`src/rtl/warehouse_pkg.sv`:
```
// warehouse_pkg: shared storage codes, FSM encoding and error-bit indices for the command decoder.
package warehouse_pkg;
  localparam logic [7:0] STO_A1 = 8'd103, STO_A2 = 8'd104, STO_A3 = 8'd105;
  localparam logic [7:0] STO_B1 = 8'd107, STO_B2 = 8'd108, STO_B3 = 8'd109;
  localparam logic [7:0] STO_C1 = 8'd111, STO_C2 = 8'd112, STO_C3 = 8'd113;
  localparam logic [7:0] POS_HOME_DEF = 8'd16;
  localparam logic [7:0] POS_MAX = 8'd16;
  typedef enum logic [1:0] {IDLE = 2'd0, MISSION = 2'd1, HOME = 2'd2} state_t;
  localparam int ERR_POS = 0;
  localparam int ERR_STO = 1;
  localparam int ERR_TMO = 2;
  function automatic logic sto_legal(input logic [7:0] c);
    return c inside {STO_A1, STO_A2, STO_A3, STO_B1, STO_B2, STO_B3, STO_C1, STO_C2, STO_C3};
  endfunction
endpackage

```
`src/rtl/cmd_watchdog.sv`:
```
// cmd_watchdog: saturating cycle counter; expired holds once LIMIT cycles have been counted since clear.
module cmd_watchdog #(
  parameter int unsigned LIMIT = 150_000_000
) (
  input  logic clk,
  input  logic rst,
  input  logic clr,
  input  logic en,
  output logic expired
);
  localparam int CW = LIMIT > 1 ? $clog2(LIMIT) : 1;
  localparam logic [CW-1:0] TOP = CW'(LIMIT - 1);
  logic [CW-1:0] cnt;
  always_ff @(posedge clk) begin
    if (rst || clr) cnt <= '0;
    else if (en && cnt != TOP) cnt <= cnt + CW'(1);
  end
  assign expired = cnt == TOP;
endmodule

```
`src/rtl/warehouse_cmd_decoder.sv`:
```
// warehouse_cmd_decoder: validates position/storage UART bytes, runs the mission FSM and link watchdog.
// Define CMD_ECHO_EN to drive the LED bank with the last accepted byte instead of state/error status.
module warehouse_cmd_decoder
  import warehouse_pkg::*;
#(
  parameter int unsigned CLK_HZ     = 50_000_000,
  parameter int unsigned TIMEOUT_MS = 3000,
  parameter logic [7:0]  POS_HOME   = POS_HOME_DEF
) (
  input  logic       clk,
  input  logic       rst,
  input  logic       pos_rx_valid,
  input  logic [7:0] pos_rx_data,
  input  logic       sto_rx_valid,
  input  logic [7:0] sto_rx_data,
  input  logic       err_clr,
  output logic [7:0] position,
  output logic [7:0] storage,
  output logic       pos_update,
  output logic       sto_update,
  output logic       mission_done,
  output logic [2:0] err_flags,
  output logic [7:0] diode
);
  localparam longint LIMIT_L = longint'(TIMEOUT_MS) * longint'(CLK_HZ) / 64'sd1000;
  state_t state, state_n;
  logic pos_ok, sto_ok, go_home, timeout, expired;
  logic [2:0] err_evt;
  cmd_watchdog #(.LIMIT(int'(LIMIT_L))) u_wd (
    .clk(clk),
    .rst(rst),
    .clr(pos_ok || state != MISSION),
    .en(state == MISSION),
    .expired(expired)
  );
  // Position is judged first against the pre-cycle state; storage only lands in IDLE.
  always_comb begin
    pos_ok = pos_rx_valid && pos_rx_data != 8'd0 && pos_rx_data <= POS_MAX;
    sto_ok = sto_rx_valid && sto_legal(sto_rx_data) && state == IDLE;
    go_home = state == MISSION && pos_ok && pos_rx_data == POS_HOME;
    timeout = state == MISSION && expired && !pos_ok;
    err_evt = '0;
    err_evt[ERR_POS] = pos_rx_valid && !pos_ok;
    err_evt[ERR_STO] = sto_rx_valid && !sto_ok;
    err_evt[ERR_TMO] = timeout;
    state_n = state == IDLE ? (sto_ok ? MISSION : IDLE) :
              state == HOME ? IDLE :
              timeout ? IDLE : go_home ? HOME : MISSION;
  end
  always_ff @(posedge clk) begin
    if (rst) begin
      state <= IDLE;
      position <= '0;
      storage <= '0;
      pos_update <= 1'b0;
      sto_update <= 1'b0;
      mission_done <= 1'b0;
      err_flags <= '0;
    end else begin
      state <= state_n;
      position <= timeout ? '0 : pos_ok ? pos_rx_data : position;
      storage <= sto_ok ? sto_rx_data : (state == HOME || timeout) ? '0 : storage;
      pos_update <= pos_ok;
      sto_update <= sto_ok || state == HOME || timeout;
      mission_done <= state == HOME;
      err_flags <= (err_clr ? '0 : err_flags) | err_evt;
    end
  end
`ifdef CMD_ECHO_EN
  logic [7:0] echo;
  always_ff @(posedge clk) begin
    if (rst) echo <= '0;
    else echo <= sto_ok ? sto_rx_data : pos_ok ? pos_rx_data : echo;
  end
  assign diode = echo;
`else
  assign diode = {state, 3'b000, err_flags};
`endif
endmodule

```
`config.mk`:
```
export PLATFORM = sky130hd
export DESIGN_NAME = warehouse_cmd_decoder
export DESIGN_NICKNAME = d
export VERILOG_FILES = /design/src/rtl/warehouse_pkg.sv /design/src/rtl/cmd_watchdog.sv /design/src/rtl/warehouse_cmd_decoder.sv
export SDC_FILE = /design/constraint.sdc
export NUM_CORES = 1
export LEC_CHECK = 0
export ABC_AREA = 1
export ABC_CLOCK_PERIOD_IN_PS = 1900
export BUFFER_PORTS_ARGS = -buffer_cell sky130_fd_sc_hd__clkbuf_2
export CAP_MARGIN = 0
export CORE_UTILIZATION = 45
export DETAILED_ROUTE_END_ITERATION = 16
export HOLD_SLACK_MARGIN = 0.12
export MAX_ROUTING_LAYER = met4
export PLACE_DENSITY = 0.66
export SKIP_CTS_REPAIR_TIMING = 1
export SLEW_MARGIN = 20
export SYNTH_ARGS = -nofsm -noshare
export SYNTH_HDL_FRONTEND = slang
export SYNTH_HIERARCHICAL = 1
export SYNTH_SLANG_ARGS = --single-unit
```
`constraint.sdc`:
```
create_clock -name clk -period 1.9 [get_ports clk]
set_clock_uncertainty 0.05 [all_clocks]
set_input_delay 0.19 -clock clk [delete_from_list [all_inputs] [get_ports clk]]
set_output_delay 0.19 -clock clk [all_outputs]
set_load 0.005 [all_outputs]
```
# Word level (Yosys, flattened, before mapping)
# Cells that the tools add are included.
# Widths: inputs -> output; s select.
[totals]
input_bits = 21
romBits = 0
latch_bits = 0
word_cells = 57
register_bits = 52
mem_bits_rw = 0
output_inout_bits = 30
n_memories = 0
[classes]
n_bitwise = 1
shift = 0
muxes = 8
eq_ne = 15
div_mod_pow = 0
n_mul = 0
n_lt_le_gt_ge = 1
n_addsub = 1
n_reduce_logical = 23
[op_table]
columns = ["operator", "n"]
rows = [
  ["$eq 8x7->1 const B", 9],
  ["$add 28x1->28 const B", 1],
  ["$eq 28x28->1 const B", 1],
  ["$ne 28x28->1 const B", 1],
  ["$mux 8", 2],
  ["$logic_and 1x1->1", 11],
  ["$reduce_bool 9->1", 1],
  ["$eq 8x5->1 const B", 1],
  ["$le 8x5->1 const B", 1],
  ["$mux 2", 4],
  ["$reduce_bool 8->1", 1],
  ["$logic_or 1x1->1", 5],
  ["$mux 3", 1],
  ["$or 3x3->3", 1],
  ["$eq 2x1->1 const B", 1],
  ["$eq 2x2->1 const B", 1],
  ["$logic_not 1->1", 2],
  ["$logic_not 2->1", 1],
  ["$ne 2x1->1 const B", 1],
  ["$reduce_bool 2->1", 1],
  ["$reduce_or 2->1", 1],
  ["$mux 1", 1],
]

# Depth between registers and ports, before layout
# Gate-level depths: netlist of the first run.
[logic_depth]
depth_word = 9
depth_mapped = 12
depth_no_buf = 10

# By module
# Netlist of the first run, hierarchy kept.
[by_module_without_submodules]
columns = ["module", "area_per_inst_um2", "cells_each", "instances", "seq_area_each_um2"]
rows = [
  ["cmd_watchdog", 1783.0, 295, 1, 560.5],
  ["warehouse_cmd_decoder", 1141.1, 142, 1, 480.5],
]

# Worst setup path before layout of the first run
# No wires, ideal clock.
[synth_timing]
kind = "input -> register"
from = "in pos_rx_data[4]"
to = "reg u_wd.cnt[12]"
path_stages = 10
setup_ps = 74
required_time_ps = 1776
arrival_ps = 1566
n_path_buf = 1
path_slack_ps = 210
cell_sequence = "nor2_1 > nand2_2 > nor2_2 > nor2_2 > nand2_4 > buf_12 > nand2_1 > nor2_1 > clkinv_1 > a21oi_1"
[synth_via]
elab_chain_cells = 5
word_cells_on_any_way = 6
classes_between = "order compare (1); reduce/logical (5)"
[synth_lines]
columns = ["element", "line", "rtl"]
rows = [
  ["start, declared", "warehouse_cmd_decoder.sv:13", "input logic [7:0] pos_rx_data,"],
  ["parallel branches: the longest is 2 deep, another holds $le 8x5->1", "n/a", ""],
  ["$logic_and 1x1->1 *", "warehouse_cmd_decoder.sv:38", "pos_ok = pos_rx_valid && pos_rx_data != 8'd0 && pos_rx_data <= POS_MAX;"],
  ["$logic_or 1x1->1 *", "warehouse_cmd_decoder.sv:32", ".clr(pos_ok || state != MISSION),"],
  ["$logic_or 1x1->1 *", "cmd_watchdog.sv:15", "if (rst || clr) cnt <= '0;"],
  ["end signal, assigned", "cmd_watchdog.sv:16", "else if (en && cnt != TOP) cnt <= cnt + CW'(1);"],
  ["end, declared", "cmd_watchdog.sv:13", "logic [CW-1:0] cnt;"],
]
# Mark *: on every way between the ends.
# A chain may end at the register's enable or synchronous reset.

# Worst setup path in the final report of the first run
[layout_timing]
from = "reg u_wd.cnt[0]"
to = "reg u_wd.cnt[8]"
[layout_via]
elab_chain_cells = 2
word_cells_on_any_way = 3
classes_between = "add/sub (1); eq/ne (1); reduce/logical (1)"
[layout_lines]
columns = ["element"]
rows = [
  ["parallel branches: the longest is 2 deep, another holds $add 28x1->28"],
]
# Parallel ways; which one is timed is not known.

==> flow_metrics.env, run 1 <==
export IMPL_grt_max_degree=20
export IMPL_grt_pass1_vias=2247
export IMPL_portBuffers=47
export IMPL_fin_nets=525
export IMPL_p_sw_uw=489
export IMPL_powerDensity_mw_per_mm2=555
export IMPL_p_comb_share_pct=6.2
export IMPL_setup_violations_final=0
export IMPL_syn_area_mm2=0.00292
export IMPL_die_area_mm2=0.00682
export IMPL_final_cell_mix="nand2_1, nor2_1, dfxtp_1, clkbuf_2, inv_1"
export IMPL_crit_fanout=18
export IMPL_clk_latency_ns=0.32
export IMPL_stdcell_count=581
export IMPL_wl_per_cell_um=11.9
export IMPL_dr_pass1_iters=4
export IMPL_cts_sinks=52
export IMPL_cp_top_family="simple AND/OR/NAND/NOR gates"
export IMPL_crit_path_frequent_cell="nand2_4"
export IMPL_grt_use_total_pct=20.5
export IMPL_area_growth_pct=18.2
export IMPL_clkPwrFrac_pct=36.4
export IMPL_placedCellCount=562
export IMPL_hp_class="input port to flop"
export IMPL_rsz0062_at_grt="no"
export IMPL_synth_seq_cells=52
export IMPL_syn_inst=437
export IMPL_place_hpwl_mm=5.22
export IMPL_final_common_cell="nand2_1"
export IMPL_fp_dieW_um=82.6
export IMPL_wl_met1_mm=3.46
export IMPL_final_area_mm2=0.00346
export IMPL_ys_types=34
export IMPL_crit_type="flop to flop"
export IMPL_cts_root_buf="clkbuf_8"
export IMPL_top_layer_used="met4"
export IMPL_yosysWarnings=6
export IMPL_numCtsBuffers=5
export IMPL_crit_arrival_ns=1.92
export IMPL_postPlaceCellArea_mm2=0.00325
export IMPL_dieHeight_um=82.6
export IMPL_num_vias=2867
export IMPL_ant_nets=0
export IMPL_via_per_inst=4.93
export IMPL_drc_errors=0
export IMPL_synthTopCellsByArea="dfxtp_1, nand2_1, nor2_1"
export IMPL_h_tree_depth=2
export IMPL_critical_path_cell_chain="ha_1 -> nand3_2 -> nor2_4 -> inv_2 -> nor2_2 -> nand2_4 -> nand2_4 -> nand2_1 -> a21oi_1"
export IMPL_avgSynthCellArea_um2=6.69
export IMPL_cap_viol_max_count=0
export IMPL_grt_overflow=0
export IMPL_clock_fmax_mhz=577
export IMPL_wl_met2_mm=3.08
export IMPL_start_util_pct=46.3
export IMPL_period_needed_ns=1.73
export IMPL_seq_power_share_pct=57.4
export IMPL_synth_largest_area_cell="dfxtp_1"
export IMPL_cp_buffers_inverters=1
export IMPL_slew_viol_final=0
export IMPL_antenna_found_initial=0
export IMPL_seq_area_frac_synth_pct=35.6
export IMPL_num_antenna_cells=0
export IMPL_met3_length_um=296
export IMPL_critPathSlowestCell="dfxtp_1"
export IMPL_netSwitchingFraction_pct=25.5
export IMPL_total_leakage_power_nw=1.45
export IMPL_rows=29
export IMPL_cts_max_path_buffers=2
export IMPL_cp_end_kind="flop"
export IMPL_io_pins=51
export IMPL_layout_drive_gt1_share_pct=24.4
export IMPL_clk_transition_reported_paths_ns=0.10
export IMPL_synth_top_area_share_pct=35.6
export IMPL_worstPathRequired_ns=2.08
export IMPL_coreArea_mm2=0.00631
export IMPL_grt_pass1_wl_mm=10.4
export IMPL_slowest_delay_ns=0.39
export IMPL_period_share_pct=91.2
export IMPL_intPower_mw=1.43
export IMPL_cts_tree="done"
export IMPL_place_congestion=0.885
export IMPL_drt_iter0_drc=128
export IMPL_ir_drop_mv=0.449
export IMPL_worst_pin_slew_ns=0.512
export IMPL_max_slew_margin_rel_pct=65.8
export IMPL_start_kind="flop"
export IMPL_timing_hold_ws_ns=0.0943
export IMPL_routed_wl_mm=6.90
export IMPL_setup_tns_ns=0
export IMPL_finalHoldViolCount=0
export IMPL_outcome="completed"
export IMPL_nFillCells=637
-- path summary, 6_finish.rpt --
kind / from / endpoint / slack (ns) / cells past startpoint
hold reg to reg: storage[7]$_SDFFE_PP0P_ / storage[7]$_SDFFE_PP0P_ / 0.40 / 2
setup reg to reg: u_wd/cnt[0]$_SDFFE_PP0P_ / u_wd/cnt[8]$_SDFFE_PP0P_ / 0.17 / 9
setup / recovery: u_wd/cnt[0]$_SDFFE_PP0P_ / u_wd/cnt[8]$_SDFFE_PP0P_ / 0.17 / 9
hold / removal: err_clr / err_flags[2]$_SDFF_PP0_ / 0.09 / 4
-- cells in the mapped netlist, drive strengths merged --
library cell / number
a21oi: 28
a31oi: 1
and2: 1
and3: 4
buf: 13
clkinv: 1
conb: 1
dfxtp: 52
ha: 1
inv: 50
nand2: 136
nand3: 24
nand4: 13
nor2: 82
nor3: 7
nor3b: 1
nor4: 2
o21ai: 15
xnor2: 3
xor2: 2
-- per-stage QoR --
stage	utilization [%]	total power, mW	worst slack [ns]
6_report	54.7	1.92	0.167
5_1_grt	54.7	1.99	0.00876
3_3_place_gp	51.4	1.23	0.154
4_1_cts	53.0	1.92	0.112
2_1_floorplan	-	1.19	0.210
3_5_place_dp	51.4	1.23	0.123
-- area by class of cell --
| cell class | count | area, µm² | share of cell area (%) |
|---|---|---|---|
| Multi-Input combinational cell | 323 | 1590 | 46.1 |
| Sequential cell | 52 | 1040 | 30.2 |
| Timing Repair Buffer | 70 | 435 | 12.6 |
| Inverter | 51 | 191 | 5.54 |
| Tap cell | 77 | 96.3 | 2.79 |
| Clock buffer | 5 | 68.8 | 1.99 |
| Clock inverter | 3 | 28.8 | 0.833 |
-- tightest hold or removal path, delay by kind of cell --
kind	cells	cell delay, ns
AND/OR/NAND/NOR	1	0.05
buffers and inverters	2	0.12
AO/OA/AOI/OAI	1	0.05
-- power groups by stage --
| stage | clock network, mW | registers (mW) | logic, mW |
|---|---|---|---|
| after CTS | 0.715 | 1.10 | 0.101 |
| after floorplan | 0 | 1.13 | 0.0640 |
| after detailed placement | 0 | 1.13 | 0.101 |
| after global placement | 0 | 1.13 | 0.0995 |
| after global routing | 0.753 | 1.10 | 0.135 |
| final | 0.699 | 1.10 | 0.120 |
-- layer usage --
layer	GRT usage, %	vias to the layer above
met4	4.31	0
met3	3.52	6
met1	28.7	1275
met2	31.0	77
met5	-	-
li1	-	1509
-- registers in the layout, summed over array words and instances (netlist names) --
signal        flops
position          8
u_wd/cnt         28
pos_update        1
mission_done      1
err_flags         3
storage           8
state             2
sto_update        1
-- cells by family (layout without fill, tap and decap cells) --
kind of cell / Yosys count / after routing / share of synthesized area [%]
AND/OR/NAND/NOR: 270 / 270 / 43.0
buffers and inverters: 64 / 129 / 10.2
flip-flops: 52 / 52 / 35.6
AO/OA/AOI/OAI: 44 / 44 / 9.11
XOR/XNOR: 5 / 5 / 1.50
adder cells (fa/ha/maj): 1 / 1 / 0.428
other: 1 / 3 / 0.128
Note: power is estimated with default switching activity, not from simulation.
==> run 2, diff against run 1 <==
--- a/config.mk
+++ b/config.mk
@@ -14,6 +14,7 @@
 export HOLD_SLACK_MARGIN = 0.12
 export MAX_ROUTING_LAYER = met4
 export PLACE_DENSITY = 0.66
+export RECOVER_POWER = 100
 export SKIP_CTS_REPAIR_TIMING = 1
 export SLEW_MARGIN = 20
 export SYNTH_ARGS = -nofsm -noshare
==> run 2 against run 1 <==
  * Critical path depth unchanged
  * Sequential share of layout area up 0.67 points
  * Largest power group unchanged
  * Total power fell by 0.28%
  * Register-to-register slack barely moved
  * Non-clock buffer count did not move
  * Hold slack about the same
==> flow_metrics.env, run 2 (same netlist as run 1, synthesis figures left out) <==
export IMPL_start_util_pct=46.3
export IMPL_wl_per_cell_um=11.9
export IMPL_num_antenna_cells=0
export IMPL_clock_fmax_mhz=573
export IMPL_nFillCells=666
export IMPL_fin_nets=525
export IMPL_ant_nets=0
export IMPL_die_area_mm2=0.00682
export IMPL_rows=29
export IMPL_period_needed_ns=1.75
export IMPL_power_mw=1.91
export IMPL_cts_tree="done"
export IMPL_ff2ff_setup_slack_ns=0.15
export IMPL_routed_wl_mm=6.91
export IMPL_cts_root_buf="clkbuf_8"
export IMPL_r2r_start="u_wd/cnt[0]$_SDFFE_PP0P_"
export IMPL_crit_fanout=18
export IMPL_cp_end_kind="flop"
export IMPL_placedCellCount=562
export IMPL_cp_top_family="simple AND/OR/NAND/NOR gates"
export IMPL_powerDensity_mw_per_mm2=566
export IMPL_finalHoldViolCount=0
export IMPL_critPathSlowestCell="dfxtp_1"
export IMPL_numCtsBuffers=5
export IMPL_setup_violations_final=0
export IMPL_place_congestion=0.885
export IMPL_worstHoldPathCells=4
export IMPL_rr_worst_depth=9
export IMPL_grt_max_degree=20
export IMPL_dieHeight_um=82.6
export IMPL_crit_arrival_ns=1.93
export IMPL_grt_use_total_pct=20.5
export IMPL_max_slew_margin_rel_pct=65.5
export IMPL_cp_buffers_inverters=1
export IMPL_crit_type="flop to flop"
export IMPL_place_hpwl_mm=5.22
export IMPL_slew_viol_final=0
export IMPL_timing_hold_ws_ns=0.0947
export IMPL_crit_path_frequent_cell="nand2_4"
export IMPL_grt_pass1_wl_mm=10.4
export IMPL_wl_met2_mm=3.08
export IMPL_final_common_cell="nand2_1"
export IMPL_worstPathRequired_ns=2.08
export IMPL_min_to="err_flags[2]$_SDFF_PP0_"
export IMPL_dr_pass1_iters=5
export IMPL_fp_dieW_um=82.6
export IMPL_holdCritStartpoint="err_clr"
export IMPL_critical_path_cell_chain="ha_1 -> nand3_2 -> nor2_4 -> inv_1 -> nor2_2 -> nand2_4 -> nand2_4 -> nand2_1 -> a21oi_1"
export IMPL_drt_iter0_drc=143
export IMPL_cts_sinks=52
export IMPL_grt_pass1_vias=2247
export IMPL_met3_length_um=323
export IMPL_stdcell_count=581
export IMPL_top_register="u_wd/cnt"
export IMPL_worstSetupStartpoint="u_wd/cnt[0]$_SDFFE_PP0P_"
export IMPL_rsz0062_at_grt="no"
export IMPL_fin_util_pct=53.5
export IMPL_hp_class="input port to flop"
export IMPL_cap_viol_max_count=0
export IMPL_largest_reg_flops=28
export IMPL_start_kind="flop"
export IMPL_clk_transition_reported_paths_ns=0.10
export IMPL_ir_drop_mv=0.448
export IMPL_io_pins=51
export IMPL_slowest_delay_ns=0.39
export IMPL_top_regs="u_wd/cnt: 28 flops, position: 8 flops, storage: 8 flops"
export IMPL_area_growth_pct=15.6
export IMPL_r2r_end="u_wd/cnt[8]$_SDFFE_PP0P_"
export IMPL_num_vias=2875
export IMPL_final_cell_mix="nand2_1, nor2_1, dfxtp_1, inv_1, a21oi_1"
export IMPL_layout_drive_gt1_share_pct=17.1
export IMPL_antenna_found_initial=0
export IMPL_setup_tns_ns=0
export IMPL_via_per_inst=4.95
export IMPL_drc_errors=0
export IMPL_wl_met1_mm=3.45
export IMPL_clk_latency_ns=0.32
export IMPL_worst_pin_slew_ns=0.517
export IMPL_coreArea_mm2=0.00631
export IMPL_period_share_pct=91.9
export IMPL_grt_overflow=0
export IMPL_cts_max_path_buffers=2
export IMPL_outcome="completed"
export IMPL_top_layer_used="met4"
export IMPL_h_tree_depth=2
export IMPL_portBuffers=47
export IMPL_total_leakage_power_nw=1.36
[run 2: stage by stage]
stage / setup slack [ns] / cell area (µm²)
after CTS: 0.112 / 3340
after global routing: 0.0141 / 3380
after global placement: 0.154 / 3250
after floorplan: 0.210 / 2930
final: 0.153 / 3380
after detailed placement: 0.123 / 3250
[run 2: layout make-up]
type | instances | area, µm² | area share (%)
clock inverters | 3 | 28.8 | 0.851
well taps | 77 | 96.3 | 2.85
inverters | 51 | 191 | 5.66
repair buffers | 70 | 404 | 12.0
clock buffers | 5 | 68.8 | 2.04
multi-input cells | 323 | 1550 | 45.8
flip-flops and latches | 52 | 1040 | 30.8
[run 2: how the worst max path moves through the flow]
stage,end,depth (start not counted)
global placement,state[0]$_SDFF_PP0_,9
CTS,state[0]$_SDFF_PP0_,9
floorplan,u_wd/cnt[12]$_SDFFE_PP0P_,10
detailed placement,state[0]$_SDFF_PP0_,9
global route,u_wd/cnt[8]$_SDFFE_PP0P_,9
finish,u_wd/cnt[8]$_SDFFE_PP0P_,9
[run 2: where the power goes]
part	total, mW	internal [mW]	switching (mW)
clock network	0.700	0.279	0.421
registers	1.10	1.10	0.00443
logic	0.113	0.0514	0.0618
[run 2: routing by layer]
layer | vias up | GRT usage (%)
met5 | - | -
met4 | 0 | 4.31
met3 | 6 | 3.52
met2 | 82 | 31.0
met1 | 1274 | 28.7
li1 | 1513 | -
[run 2: tightest hold or removal path, delay by kind of cell]
| kind | cells | cell delay [ns] |
|---|---|---|
| AOI/OAI and AO/OA | 1 | 0.05 |
| buffers and inverters | 2 | 0.12 |
| and+or+nand+nor | 1 | 0.05 |
==> run 3, diff against run 2 <==
--- a/config.mk
+++ b/config.mk
@@ -15,9 +15,11 @@
 export MAX_ROUTING_LAYER = met4
 export PLACE_DENSITY = 0.66
 export RECOVER_POWER = 100
+export REMOVE_ABC_BUFFERS = 1
 export SKIP_CTS_REPAIR_TIMING = 1
 export SLEW_MARGIN = 20
 export SYNTH_ARGS = -nofsm -noshare
 export SYNTH_HDL_FRONTEND = slang
 export SYNTH_HIERARCHICAL = 1
 export SYNTH_SLANG_ARGS = --single-unit
+export TNS_END_PERCENT = 50
==> run 3 against run 2 <==
  * Via count rose by 0.59%
  * Non-clock buffer count rose by 1
  * Count of clock-buffer cells in the layout rose by 1
  * Total power fell by 2.8%
  * Critical path type is now input port to flop
  * Largest cell class unchanged
==> flow_metrics.env, run 3 (same netlist as run 1, synthesis figures left out) <==
export IMPL_outcome="completed"
export IMPL_num_vias=2892
export IMPL_final_common_cell="nand2_1"
export IMPL_rows=29
export IMPL_grt_max_degree=19
export IMPL_cts_tree="done"
export IMPL_period_share_pct=96.0
export IMPL_coreArea_mm2=0.00631
export IMPL_cp_buffers_inverters=4
export IMPL_critPathSlowestCell="dlygate4sd3_1"
export IMPL_top_register="u_wd/cnt"
export IMPL_wl_met1_mm=3.33
export IMPL_crit_type="input port to flop"
export IMPL_drc_errors=0
export IMPL_fin_util_pct=53.7
export IMPL_numCtsBuffers=5
export IMPL_critical_path_cell_chain="dlygate4sd3_1 -> clkbuf_2 -> o21ai_0 -> nand3_1 -> nor2_2 -> inv_2 -> nand2_1 -> a21oi_1 -> dlygate4sd3_1"
export IMPL_holdCritStartpoint="err_clr"
export IMPL_slowest_delay_ns=0.55
export IMPL_setup_violations_final=0
export IMPL_antenna_found_initial=0
export IMPL_cp_end_kind="flop"
export IMPL_nFillCells=641
export IMPL_die_area_mm2=0.00682
export IMPL_cap_viol_max_count=0
export IMPL_fp_dieW_um=82.6
export IMPL_total_leakage_power_nw=1.36
export IMPL_place_hpwl_mm=5.26
export IMPL_start_util_pct=46.3
export IMPL_largest_reg_flops=28
export IMPL_portBuffers=47
export IMPL_r2r_start="u_wd/cnt[0]$_SDFFE_PP0P_"
export IMPL_grt_overflow=0
export IMPL_crit_path_frequent_cell="dlygate4sd3_1"
export IMPL_top_regs="u_wd/cnt: 28 flops, position: 8 flops, storage: 8 flops"
export IMPL_h_tree_depth=2
export IMPL_clock_fmax_mhz=548
export IMPL_powerDensity_mw_per_mm2=549
export IMPL_ir_drop_mv=0.360
export IMPL_clk_transition_reported_paths_ns=0.10
export IMPL_rr_worst_depth=9
export IMPL_layout_drive_gt1_share_pct=17.4
export IMPL_final_cell_mix="nand2_1, nor2_1, dfxtp_1, inv_1, a21oi_1"
export IMPL_cts_sinks=52
export IMPL_grt_use_total_pct=21.4
export IMPL_fin_nets=526
export IMPL_grt_pass1_vias=2390
export IMPL_ant_nets=0
export IMPL_ff2ff_setup_slack_ns=0.15
export IMPL_routed_wl_mm=7.00
export IMPL_cp_top_family="buffers and inverters"
export IMPL_cts_root_buf="clkbuf_8"
export IMPL_min_to="err_flags[2]$_SDFF_PP0_"
export IMPL_place_congestion=0.875
export IMPL_crit_arrival_ns=1.98
export IMPL_wl_met2_mm=3.27
export IMPL_top_layer_used="met4"
export IMPL_num_antenna_cells=0
export IMPL_period_needed_ns=1.82
export IMPL_worst_pin_slew_ns=0.501
export IMPL_hp_class="input port to flop"
export IMPL_max_slew_margin_rel_pct=66.5
export IMPL_met3_length_um=238
export IMPL_io_pins=51
export IMPL_clk_latency_ns=0.31
export IMPL_area_growth_pct=16.0
export IMPL_via_per_inst=4.97
export IMPL_worstPathRequired_ns=2.06
export IMPL_crit_fanout=3
export IMPL_worstHoldPathCells=4
export IMPL_start_kind="input port"
export IMPL_grt_pass1_wl_mm=10.8
export IMPL_cts_max_path_buffers=2
export IMPL_fin_ws_ns=0.0754
export IMPL_r2r_end="storage[2]$_SDFFE_PP0P_"
export IMPL_dr_pass1_iters=4
export IMPL_wl_per_cell_um=12.0
export IMPL_dpl_worst_slack_ns=0.131
export IMPL_slew_viol_final=0
export IMPL_dieHeight_um=82.6
export IMPL_finalHoldViolCount=0
export IMPL_rsz0062_at_grt="no"
export IMPL_drt_iter0_drc=166
## run 3: area by class of cell
class	count	area (µm²)	area share [%]
Clock inverter	2	16.3	0.480
Tap cell	77	96.3	2.84
Multi-Input combinational cell	323	1560	45.9
Inverter	51	191	5.65
Timing Repair Buffer	71	417	12.3
Sequential cell	52	1040	30.7
Clock buffer	6	72.6	2.14
## run 3: metal layers
layer,track usage (%),vias to the layer above
li1,-,1511
met3,3.52,13
met5,-,-
met4,9.66,0
met1,27.2,1307
met2,33.5,61
## run 3: per-stage QoR
step                hold slack, ns  TNS (ns)  std cells  power (mW)  area, µm²
global placement             0.366         0        561        1.22       3240
floorplan                    0.202     -4.58        426        1.18       2820
finish                       0.104         0        582        1.86       3390
global route                 0.121         0        582        1.93       3390
detailed placement           0.378         0        561        1.22       3240
CTS                         0.0493         0        569        1.86       3330
## run 3: worst max path at each step
stage                                        start                         to  slack (ns)  cells past startpoint
after global routing      u_wd/cnt[0]$_SDFFE_PP0P_   u_wd/cnt[3]$_SDFFE_PP0P_        0.03                      8
final                               sto_rx_data[2]    err_flags[1]$_SDFF_PP0_        0.08                      9
after detailed placement  u_wd/cnt[0]$_SDFFE_PP0P_        state[1]$_SDFF_PP0_        0.13                      9
after CTS                 u_wd/cnt[0]$_SDFFE_PP0P_        state[0]$_SDFF_PP0_        0.12                      9
after global placement    u_wd/cnt[0]$_SDFFE_PP0P_        state[0]$_SDFF_PP0_        0.18                      9
after floorplan                state[0]$_SDFF_PP0_  u_wd/cnt[12]$_SDFFE_PP0P_       -0.40                      6
## run 3: worst reg2reg max path, cell delays in order (launching register included)
cell     delay [ns]
dfxtp_1        0.39
ha_1           0.21
nand3_2        0.12
nor2_4         0.16
nand2_1        0.08
nor2_1         0.12
and3_2         0.24
nand2_8        0.09
nand2_4        0.11
o21ai_0        0.08
## run 3: power by group
part           internal (mW)  leakage, nW  switching [mW]
Combinational         0.0541        0.895          0.0621
Clock                  0.263       0.0414           0.381
Sequential              1.10        0.419         0.00462
Total                   1.41         1.36           0.448
